<file path="src/rtl/td4_prog_mem_if.sv">
// Fetch and loader bundle between host, td4_prog_mem and td4_core.
// csum exists only when CHECKSUM_EN is defined.
interface td4_prog_mem_if #(
    parameter int AW = 4
);
    logic [AW-1:0] ip;
    logic [7:0]    op;
    logic          ld_start;
    logic          ld_valid;
    logic [7:0]    ld_data;
    logic          ld_ready;
    logic          ld_done;
    logic          busy;
    logic          core_rst_n;
`ifdef CHECKSUM_EN
    logic [7:0]    csum;
`endif

    modport master (
        output ip, ld_start, ld_valid, ld_data,
`ifdef CHECKSUM_EN
        input  csum,
`endif
        input  op, ld_ready, ld_done, busy, core_rst_n
    );

    modport slave (
        input  ip, ld_start, ld_valid, ld_data,
`ifdef CHECKSUM_EN
        output csum,
`endif
        output op, ld_ready, ld_done, busy, core_rst_n
    );
endinterface

</file>
<file path="src/rtl/td4_prog_mem.sv">
// TD4 program memory with combinational fetch and a byte-stream loader that
// holds the core in reset while reloading. CHECKSUM_EN adds a load checksum.
module td4_prog_mem #(
    parameter int AW       = 4,
    parameter int LOAD_LEN = 16
) (
    input  logic         clk,
    input  logic         rst_n,
    td4_prog_mem_if.slave bus
);
    localparam int          DEPTH = 1 << AW;
    localparam logic [AW:0] LAST  = (AW+1)'(LOAD_LEN - 1);

    typedef enum logic [1:0] {RUN, LOAD, DONE} state_t;

    state_t      state_q, state_d;
    logic [AW:0] cnt_q;
    logic        run_q;
    logic        wr_en;
    logic [7:0]  mem_q [DEPTH];

    assign wr_en = (state_q == LOAD) && bus.ld_valid;

    always_comb begin
        state_d = state_q;
        case (state_q)
            RUN:     if (bus.ld_start) state_d = LOAD;
            LOAD:    if (wr_en && cnt_q == LAST) state_d = DONE;
            DONE:    state_d = RUN;
            default: state_d = RUN;
        endcase
    end

    always_ff @(posedge clk or negedge rst_n) begin
        if (!rst_n) begin
            state_q <= RUN;
            cnt_q   <= '0;
            run_q   <= 1'b1;
        end else begin
            state_q <= state_d;
            case (state_q)
                RUN: if (bus.ld_start) begin
                    cnt_q <= '0;
                    run_q <= 1'b0;
                end
                LOAD: if (wr_en && cnt_q != LAST) cnt_q <= cnt_q + 1'b1;
                DONE: run_q <= 1'b1;
                default: ;
            endcase
        end
    end

    // Reset clears every word so an aborted load never leaves a partial program.
    always_ff @(posedge clk or negedge rst_n) begin
        if (!rst_n) begin
            for (int i = 0; i < DEPTH; i++) mem_q[i] <= '0;
        end else if (wr_en) begin
            mem_q[cnt_q[AW-1:0]] <= bus.ld_data;
        end
    end

    assign bus.op         = mem_q[bus.ip];
    assign bus.ld_ready   = (state_q == LOAD);
    assign bus.ld_done    = (state_q == DONE);
    assign bus.busy       = (state_q != RUN);
    assign bus.core_rst_n = rst_n & run_q;

`ifdef CHECKSUM_EN
    logic [7:0] csum_q;

    always_ff @(posedge clk or negedge rst_n) begin
        if (!rst_n)                               csum_q <= '0;
        else if (state_q == RUN && bus.ld_start)  csum_q <= '0;
        else if (wr_en)                           csum_q <= csum_q + bus.ld_data;
    end

    assign bus.csum = csum_q;
`endif
endmodule

</file>
<file path="src/flat_wrapper.sv">
// flat-port wrapper written by rule: the top's interface ports become plain ports
module td4_prog_mem_flat 
#(
    parameter int AW       = 4,
    parameter int LOAD_LEN = 16
)
  (clk, rst_n, bus_ip, bus_ld_start, bus_ld_valid, bus_ld_data, bus_op, bus_ld_ready, bus_ld_done, bus_busy, bus_core_rst_n);
  td4_prog_mem_if #(.AW(AW)) bus_i ();
  input  logic clk;
  input  logic rst_n;
  input wire logic [$bits(bus_i.ip)-1:0] bus_ip;
  input wire logic [$bits(bus_i.ld_start)-1:0] bus_ld_start;
  input wire logic [$bits(bus_i.ld_valid)-1:0] bus_ld_valid;
  input wire logic [$bits(bus_i.ld_data)-1:0] bus_ld_data;
  output wire logic [$bits(bus_i.op)-1:0] bus_op;
  output wire logic [$bits(bus_i.ld_ready)-1:0] bus_ld_ready;
  output wire logic [$bits(bus_i.ld_done)-1:0] bus_ld_done;
  output wire logic [$bits(bus_i.busy)-1:0] bus_busy;
  output wire logic [$bits(bus_i.core_rst_n)-1:0] bus_core_rst_n;
  assign bus_i.ip = bus_ip;
  assign bus_i.ld_start = bus_ld_start;
  assign bus_i.ld_valid = bus_ld_valid;
  assign bus_i.ld_data = bus_ld_data;
  assign bus_op = bus_i.op;
  assign bus_ld_ready = bus_i.ld_ready;
  assign bus_ld_done = bus_i.ld_done;
  assign bus_busy = bus_i.busy;
  assign bus_core_rst_n = bus_i.core_rst_n;
  td4_prog_mem #(.AW(AW), .LOAD_LEN(LOAD_LEN)) u_core (.clk(clk), .rst_n(rst_n), .bus(bus_i));
endmodule
</file>
<file path="config.mk">
export PLATFORM = sky130hd
export DESIGN_NAME = td4_prog_mem_flat
export DESIGN_NICKNAME = d
export VERILOG_FILES = /design/src/rtl/td4_prog_mem_if.sv /design/src/rtl/td4_prog_mem.sv /design/src/flat_wrapper.sv
export SDC_FILE = /design/constraint.sdc
export NUM_CORES = 1
export LEC_CHECK = 0
export CORE_MARGIN = 4
export CORE_UTILIZATION = 46
export CTS_BUF_LIST = sky130_fd_sc_hd__clkbuf_4
export DETAILED_ROUTE_END_ITERATION = 12
export HOLD_SLACK_MARGIN = 0.05
export PLACE_DENSITY_LB_ADDON = 0.3
export SETUP_SLACK_MARGIN = 0.02
export SLEW_MARGIN = 30
export SYNTH_ARGS = -nofsm -noshare
export SYNTH_HDL_FRONTEND = slang
export SYNTH_SLANG_ARGS = --single-unit
</file>
<file path="constraint.sdc">
create_clock -name clk -period 3.55 [get_ports clk]
set_input_delay 0.71 -clock clk [delete_from_list [all_inputs] [get_ports clk]]
set_output_delay 0.71 -clock clk [all_outputs]
set_load 0.1 [all_outputs]
</file>
# After elaboration in Yosys (flattened, before gate mapping)

Cells that the tools add are included.

Logic and storage cells: 58
Input bits: 16
Bits in registers: 136

Bitwise gates (word level): 3
Mux-type cells: 14
Reductions and logical operators: 11
$add $sub $neg: 1
Magnitude comparators: 3
Equal/unequal tests: 7

Operators by type and width:

| kind                  | count |
|---|---|
| $bwmux W128           | 1 |
| $bmux W8 S4           | 1 |
| $demux W8 S4          | 1 |
| $mux W8               | 3 |
| $ge A5 B5 Y1 const B  | 2 |
| $mux W5               | 2 |
| $not A4 Y5            | 2 |
| $pmux W5 S2           | 1 |
| $reduce_bool A2 Y1    | 3 |
| $add A5 B1 Y5 const B | 1 |
| $eq A5 B4 Y1 const B  | 1 |
| $lt A5 B1 Y1 const B  | 1 |
| $ne A5 B4 Y1 const B  | 1 |
| $logic_and A1 B1 Y1   | 4 |
| $mux W2               | 2 |
| $ne A2 B1 Y1 const B  | 2 |
| $pmux W2 S2           | 1 |
| $reduce_and A2 Y1     | 2 |
| $reduce_and A3 Y1     | 1 |
| $eq A2 B1 Y1 const B  | 1 |
| $eq A2 B2 Y1 const B  | 1 |
| $logic_not A2 Y1      | 1 |
| $ne A2 B2 Y1 const B  | 1 |
| $pmux W1 S2           | 1 |
| 2 further kinds       | 2 |

# Depth between registers and ports, before layout

Gate-level depths: netlist (run 1).

Depth in word-level cells: 6
Gate-level depth with buffers: 7
Gate-level depth less buffers: 7

# Worst setup path before layout (run 1)

OpenSTA, ideal clock, no wires.

Path type: input to output
Start: input bus_ip[0]
End: output bus_op[6]
Slack: 0.539 ns
Arrival time: 2.301 ns
Buffers on the path: 2
Stages on the path: 5
Required time: 2.840 ns
Path through: buf_2 > buf_4 > mux4_2 > a22oi_1 > nand2_1

Cells in the longest elaborated chain, start to end: 4

Ends and longest elaborated chain:

| what                                        | RTL line           | source |
|---|---|---|
| start, declared                             | flat_wrapper.sv:11 | `input wire logic [$bits(bus_i.ip)-1:0] bus_ip;` |
| $not A4 Y5 (not written as such)            | td4_prog_mem.sv:62 | `assign bus.op = mem_q[bus.ip];` |
| $bmux W8 S4                                 | td4_prog_mem.sv:62 |  |
| $mux W8 (not written as such) (2 in series) | td4_prog_mem.sv:62 |  |
| end, declared                               | flat_wrapper.sv:15 | `output wire logic [$bits(bus_i.op)-1:0] bus_op;` |

No other way between the ends. The select of a mux whose other input is x is not followed.

# Worst setup path in the final report (run 1)

Start: input bus_ip[1]
End: output bus_op[6]

The elaborated chain is that of the path after synthesis.

==> impl_summary.md, run 1 <==
Outcome
The run finished with clean final reports.

Power and ir drop
Across the VDD grid, the largest voltage drop is 408 uV. The analysis attributes to cell leakage a power of 3.14 nW. The power after layout is 5.50 mW. Power spread over the standard cell area amounts to 771 nW/um^2.

Final layout
Of the cells placed in the final design, the portion with a size suffix greater than 1 is 0.500. In the layout the commonest cells are sky130_fd_sc_hd__dfrtp_1 (135), sky130_fd_sc_hd__mux2_2 (126), sky130_fd_sc_hd__mux4_2 (32). The number of diodes is 0. Leaving out fill and tap cells, the most frequent cell in the layout is sky130_fd_sc_hd__dfrtp_1. The final net count is 468.

The finished layout holds 636 standard cells, fillers aside. The area growth from synthesis to layout is 12.1%.

Yosys
During synthesis, Yosys emitted a total of 0 warnings. The proportion of synthesized area in mux cells is 0.343. Of the total synthesized cell area, the portion taken by XOR and XNOR cells is 0.

The synthesized-area fraction occupied by adder cells is 0.00982. The synthesized-area fraction occupied by ao, oa, aoi and oai cells is 0.0277. Summing every instance area after synthesis gives 6370 um^2. The dominant combinational cell family by area after synthesis is multiplexers. The share of synthesized area in the top cell type comes to 0.530. The register bit count reported by yosys is 136. In this run, distinct cell masters in the synthesized netlist total 40.

Of the synthesized area, sequential elements account for 0.535. Of the total synthesized cell area, the portion taken by AND, OR, NAND and NOR gates is 0.0597. In the post-synthesis netlist, the biggest area contributors are sky130_fd_sc_hd__dfrtp_1 (53%), sky130_fd_sc_hd__mux2_2 (22%), sky130_fd_sc_hd__mux4_2 (11%). The average instance in the mapped netlist occupies 15.4 um^2. Counting every net in the synthesized netlist gives 435. The cell count after synthesis is 414. The top cell type by total area after synthesis is sky130_fd_sc_hd__dfrtp_1.

Worst setup path
The data arrival time of the critical path is 2.39 ns. Setup slack on the worst reg-to-reg path comes out at 1.44 ns. The startpoint of the worst-slack reg-to-reg timing path is u_core.cnt_q[1].

Among cell families on the critical path, the largest total delay comes from buffers and inverters. For this design, the slowest cell found on the critical path is sky130_fd_sc_hd__clkdlybuf4s50_1. The critical path in this run is classified as primary input to output pin.

The endpoint type of the worst setup path is an output pin. The largest single stage delay on the critical path is 0.51 ns. The capturing point of the worst reg2reg path is u_core.mem_q[84]. The signal on the critical path passes through clkdlybuf4s50_1, buf_12, mux4_2, a22oi_1, nand2_1, buf_12. The data required time at the worst endpoint is 2.84 ns. The maximum fanout along the worst path is 32.

The count of buffering cells on the critical path with inverters included is 3. Among the stages of the critical path, the cell type that occurs most often is sky130_fd_sc_hd__buf_12. The critical path startpoint category is a primary input. The number of cells on the worst reg-to-reg path is 5.

Clocking
The buffer depth of the longest clock path is 2. The H-tree was split into 4 levels. The clock tree root driver cell is sky130_fd_sc_hd__clkbuf_4. Counting every sink on the clock net gives 136. Buffers added to address setup during post-CTS repair amount to 0. TritonCTS built the clock tree. The clock insertion delay at the later pin of the skew report is 0.53 ns.

Clock-pin slew was measured on the worst setup and hold paths at 0.10 ns. The number of clock buffers added by TritonCTS is 17.

Die
The cell row count is 42. The number of top-level pins is 28. The region available for standard cell placement spans 13,400 um^2. The die is 126 um wide. The floorplan step defined a die boundary enclosing 15,800 um^2.

The die is 126 um tall. For this configuration, the core starts out at a cell density of 0.475.

Detailed routing
Wires add up to 13,600 um. The number of vias per cell is 5.66. For this block, the initial DRC count from the detailed router was 169.

After detailed routing, the average wire length per cell comes to 21.4 um. For this run, design rule violations remaining after detail routing come to 0. The number of antenna-violating nets in the routed design is 0. Before antenna repair, the detailed router went through 4 iterations.

The final route contains 3,598 vias.

Placement
Summed over all nets, the half-perimeter wirelength after detailed placement is 8910 um. The minimum setup slack after placement is 0.426 ns. The congestion estimate from routability-driven global placement came to 0.791. In this run the tool buffered the top-level ports with 27 buffer cells. Including well taps, the total number of placed cells is 603.

Job
The count of maximum capacitance violations is 0.

Worst hold path
The endpoint with the worst hold slack is u_core.mem_q[61]. The number of cells on the worst hold path is 1. The min-delay analysis places its worst path in the category flop to flop.

The worst hold path begins at u_core.mem_q[61].

GRT
The initial antenna violation count came to 0. The number of global-route vias before repair is 3,981. The first global-routing pass estimated 22,100 um of wire. The remaining global-route overflow is 0. Across every metal layer, demand over resource in global routing totals 0.185.

The largest net degree at the start of global routing is 73.

STA
The number of setup violations in the final report is 0. After routing, the total negative slack on setup checks comes to 0 ns. In this run the tightest slew margin relative to its limit is 0.477.

For the final database, setup skew stands at 0.0125 ns. The max-slew violation total from the final report was 0. For the finished layout, the period the worst path requires is 3.10 ns. Setup repair after global routing left no endpoint under its margin. The final count of hold timing violations is 0. Derived from the worst setup path, the maximum achievable clock frequency is 322 MHz. The actual transition at the worst max-transition pin is 0.784 ns. The final worst-path cycle share is 0.874.

The worst path meets setup with 0.449 ns of slack.
## registers in the layout, indices dropped and copies added (netlist names)
| name | cells |
|---|---|
| u_core.mem_q | 128 |
| u_core.run_q | 1 |
| u_core.state_q | 2 |
| u_core.cnt_q | 5 |
## report_power, final
part	switching, mW	internal (mW)	total, mW
registers	0.352	2.21	2.56
clock network	0.521	0.344	0.865
logic	0.988	1.09	2.07
total	1.86	3.64	5.50
## cells by family (layout without fill, tap and decap cells)
group,after synthesis,after routing
mux,162,162
simple gates,55,55
fa+ha+maj,5,5
compound gates,24,24
buf+inv,32,78
flops,136,136
## synth_stat cells, drive strengths merged
cell type and instances:
and4 1, a2111o 1, nor2 13, or3b 1, dfstp 1, nand2b 3, a22oi 16, mux4 32
nor2b 3, a21o 1, o21ai 1, ha 5, o211ai 1, nor3 2, nand4b 3, nand3b 3
o22ai 1, buf 14, and3b 1, or4 1, inv 8, clkbuf 10, nand2 15, nand4 1
a221oi 1, mux2i 2, and2 3, nand3 5, dfrtp 135, a21oi 2, mux2 128
## through the flow
step	hold slack [ns]	utilization	area, um^2
floorplan	0.414	-	6370
global placement	0.468	0.514	6890
detailed placement	0.484	0.514	6890
CTS	0.498	0.532	7130
global route	0.489	0.533	7140
finish	0.507	0.533	7140
## worst max-delay path by stage
stage                         start         to  slack [ns]  cells past startpoint
final                     bus_ip[1]  bus_op[6]        0.45                      6
after floorplan           bus_ip[0]  bus_op[6]        0.54                      5
after global placement    bus_ip[1]  bus_op[6]        0.40                      6
after detailed placement  bus_ip[1]  bus_op[6]        0.43                      6
after CTS                 bus_ip[1]  bus_op[6]        0.42                      6
after global routing      bus_ip[1]  bus_op[2]        0.34                      6
## layer usage
metal	vias to the layer above	part of all wire	global-route usage
met3	18	0.029	0.0440
met4	0	0.011	0.0536
met2	51	0.51	0.307
met1	1900	0.45	0.244
li1	1629	-	-
met5	-	0	0
## cell type report
| class | count | area [um^2] |
|---|---|---|
| multi-input combinational | 246 | 2800 |
| fill | 1097 | 6260 |
| sequential | 136 | 3400 |
| clock buffer | 19 | 143 |
| inverter | 8 | 30.0 |
| timing repair buffer | 38 | 450 |
| clock inverter | 13 | 87.6 |
| tap | 176 | 220 |
## repair_timing
action                                 4_1_cts  5_1_grt
hold buffers                                 1        0
endpoints found under the hold margin        2        0
resized for setup                            0        0
Power figures use the tool's default switching activity.
==> run 2: changes to the inputs <==
- CAP_MARGIN: default -> 40
- GPL_TIMING_DRIVEN: default -> 0
==> run 2 against run 1 <==
Clock power rose by 3.8%. Clock skew rose by 0.0024 ns. Sequential cell count did not move. Maximum frequency fell by 10%. Combinational power rose by 4%. Wire length fell by 1.3%. Worst hold slack got worse by 0.42 ns. Die area did not move.
==> impl_summary.md, run 2 (synthesized netlist as in run 1, its figures left out) <==
Outcome
The run finished with clean final reports.

STA
The number of setup violations in the final report is 0. The actual transition at the worst max-transition pin is 0.575 ns. The normalized max-slew margin is 0.617. Setup repair after global routing left no endpoint under its margin. The max-slew violation total from the final report is 0.

The final worst-path cycle share is 0.973. The final count of hold timing violations came to 0. Across all setup checks in the final design, the least slack found is 0.0969 ns. The minimum clock period is 3.45 ns. The setup clock skew after layout is 0.0149 ns.

Timing would allow up to 290 MHz.

Die
Pin placement for this block handled 28 I/O pins. The initial utilization of the core area, before any placement, comes to 0.475. The placeable core region is 13,400 um^2. After floorplanning, the core was divided into 42 placement rows. In this run the horizontal extent of the chip is 126 um. The area enclosed by the die boundary is 15,800 um^2.

The die height is 126 um.

Worst setup path
At the worst endpoint, the arrival time is 2.74 ns. The worst register-to-register path has a depth of 5. The worst setup path is captured at an output pin. The worst setup path startpoint is bus_ip[3]. STA puts the critical path data required time at 2.84 ns.

The worst-path cell with the longest stage delay is sky130_fd_sc_hd__clkdlybuf4s50_1. Of all nets on the critical path, the largest fanout is 8. The delay of the slowest cell on the worst path is 0.53 ns. The critical path startpoint category is a primary input. The startpoint of the worst-slack reg-to-reg timing path is u_core.cnt_q[1]. Following the worst setup path forward leads to its endpoint at bus_op[6]. The critical path goes through clkdlybuf4s50_1, nor2b_1, clkbuf_2, a22oi_1, nand2_1, clkdlybuf4s50_1, buf_8. The critical path in this run is classified as primary input to output pin. The worst register-to-register path ends at u_core.mem_q[82]. Across all register-to-register paths, the minimum setup slack is 1.58 ns. The most numerous cell type found on the critical path is sky130_fd_sc_hd__clkdlybuf4s50_1.

Placement
Counting tap cells, the placed design contains a total of 629 instances. The number of port buffers is 25. Routability-driven placement finished with a final weighted congestion of 0.790. The minimum setup slack after placement is -0.632 ns. The detailed placer's ending HPWL is 9220 um.

Clocking
The clock net in this run drives a total of 136 sinks. Clock-pin slew was measured on the worst setup and hold paths at 0.11 ns. The post-CTS setup repair buffer count is 0. No sink is reached through more buffers than the 2 on the longest clock path. Buffers inserted to repair hold after CTS numbered 0.

The clock reaches the later pin of the worst-skew pair after 0.53 ns. The CTS tree is yes. The H-tree was split into 4 levels. The clock buffer count from CTS is 17.

The cell sitting at the root of the clock tree is a sky130_fd_sc_hd__clkbuf_4.

GRT
The first global-routing pass estimated 22,500 um of wire. The met2 usage in global routing is 0.296. For this run, global-route usage on met1 was measured as 0.246.

The initial antenna violation count was 0. For this run, global-route usage on met3 was measured as 0.0597. The global-route total usage across every layer is 0.185. The number of global-route vias before repair came to 4,145.

Entering global routing, the biggest net connects 82 pins. The remaining global-route overflow is 0. The layer with the highest usage is met2.

Final layout
The register with the most flip-flops in the layout has 128 of them. The final layout contains 493 nets. The register with the most flip-flops is u_core.mem_q. Leaving out fill and tap cells, the most frequent cell in the layout is sky130_fd_sc_hd__dfrtp_1. The largest registers in the layout are u_core.mem_q x128, u_core.cnt_q x5, u_core.state_q x2. Compared with the post-synthesis result, the final layout area differs by 15.2%. The final standard cell count with taps included and fillers excluded is 660. In the layout the commonest cells are sky130_fd_sc_hd__dfrtp_1 (135), sky130_fd_sc_hd__mux2_2 (126), sky130_fd_sc_hd__mux4_2 (32). 0 antenna diodes ended up in the layout. Of the cells placed in the final design, the portion with a size suffix greater than 1 is 0.490.

Job
The count of maximum capacitance violations is 0.

Detailed routing
The total via count in the routed design is 3,743. The average wire length per cell after detail routing is 20.3 um. The number of DRC violations after detailed routing is 0. The aggregate routed wire length is 13,400 um. The number of antenna-violating nets in the routed design is 0. The first routing iteration left 246 violations. The detailed-router iteration count before antenna repair is 4. The number of vias per cell is 5.67.

Power and ir drop
The worst-case vdd ir drop is 556 uV. The leakage power summed over all cells is 3.23 nW. For this design the ratio of total power to cell area is 762 nW/um^2.

Worst hold path
The kind of path behind the tightest hold check is primary input to asynchronous set/reset pin.
run 2: worst max-delay path, delay by kind of cell:
kind            cells  cell delay (ns)
buf+inv             4             1.52
compound gates      1             0.16
simple gates        2             0.34
run 2: layer usage:
| layer | part of all wire | up-vias |
|---|---|---|
| li1 | - | 1664 |
| met2 | 0.52 | 58 |
| met4 | 0.012 | 0 |
| met3 | 0.035 | 15 |
| met5 | 0 | - |
| met1 | 0.44 | 2006 |
run 2: what timing repair did:
action | 4_1_cts | 5_1_grt
resized for setup | 13 | 2
setup endpoints to repair | 8 | 8
endpoints found under the hold margin | 0 | 0
run 2: final cells by class:
| class | count | area (um^2) |
|---|---|---|
| clock inverter | 7 | 53.8 |
| sequential | 136 | 3400 |
| clock buffer | 24 | 180 |
| multi-input combinational | 246 | 2810 |
| inverter | 8 | 30.0 |
| fill | 1124 | 6070 |
| buffer | 23 | 160 |
| tap | 176 | 220 |
| timing repair buffer | 40 | 477 |
run 2: report_power, final:
part,leakage [nW],internal [mW],switching (mW)
logic,1.37,1.15,1.01
registers,1.72,2.21,0.322
clock network,0.136,0.386,0.511
run 2: worst min-delay path by stage:
stage	startpoint	endpoint	slack [ns]	depth (start not counted)
after floorplan	rst_n	u_core.cnt_q[0]	0.41	0
after global placement	u_core.mem_q[62]	u_core.mem_q[62]	0.47	1
after detailed placement	u_core.mem_q[62]	u_core.mem_q[62]	0.48	1
after CTS	rst_n	u_core.mem_q[106]	0.06	1
after global routing	rst_n	u_core.mem_q[114]	0.06	1
final	rst_n	u_core.mem_q[116]	0.09	1
run 2: through the flow:
stage	power, mW	setup TNS (ns)	utilization	instance area (um^2)	hold WS, ns
final	5.59	0	0.547	7330	0.0911
after global routing	5.93	0	0.547	7330	0.0604
after CTS	5.64	0	0.546	7320	0.0560
after detailed placement	4.74	-4.34	0.527	7060	0.475
after global placement	4.48	-475.70	0.510	6840	0.465
after floorplan	4.09	0	-	6370	0.414
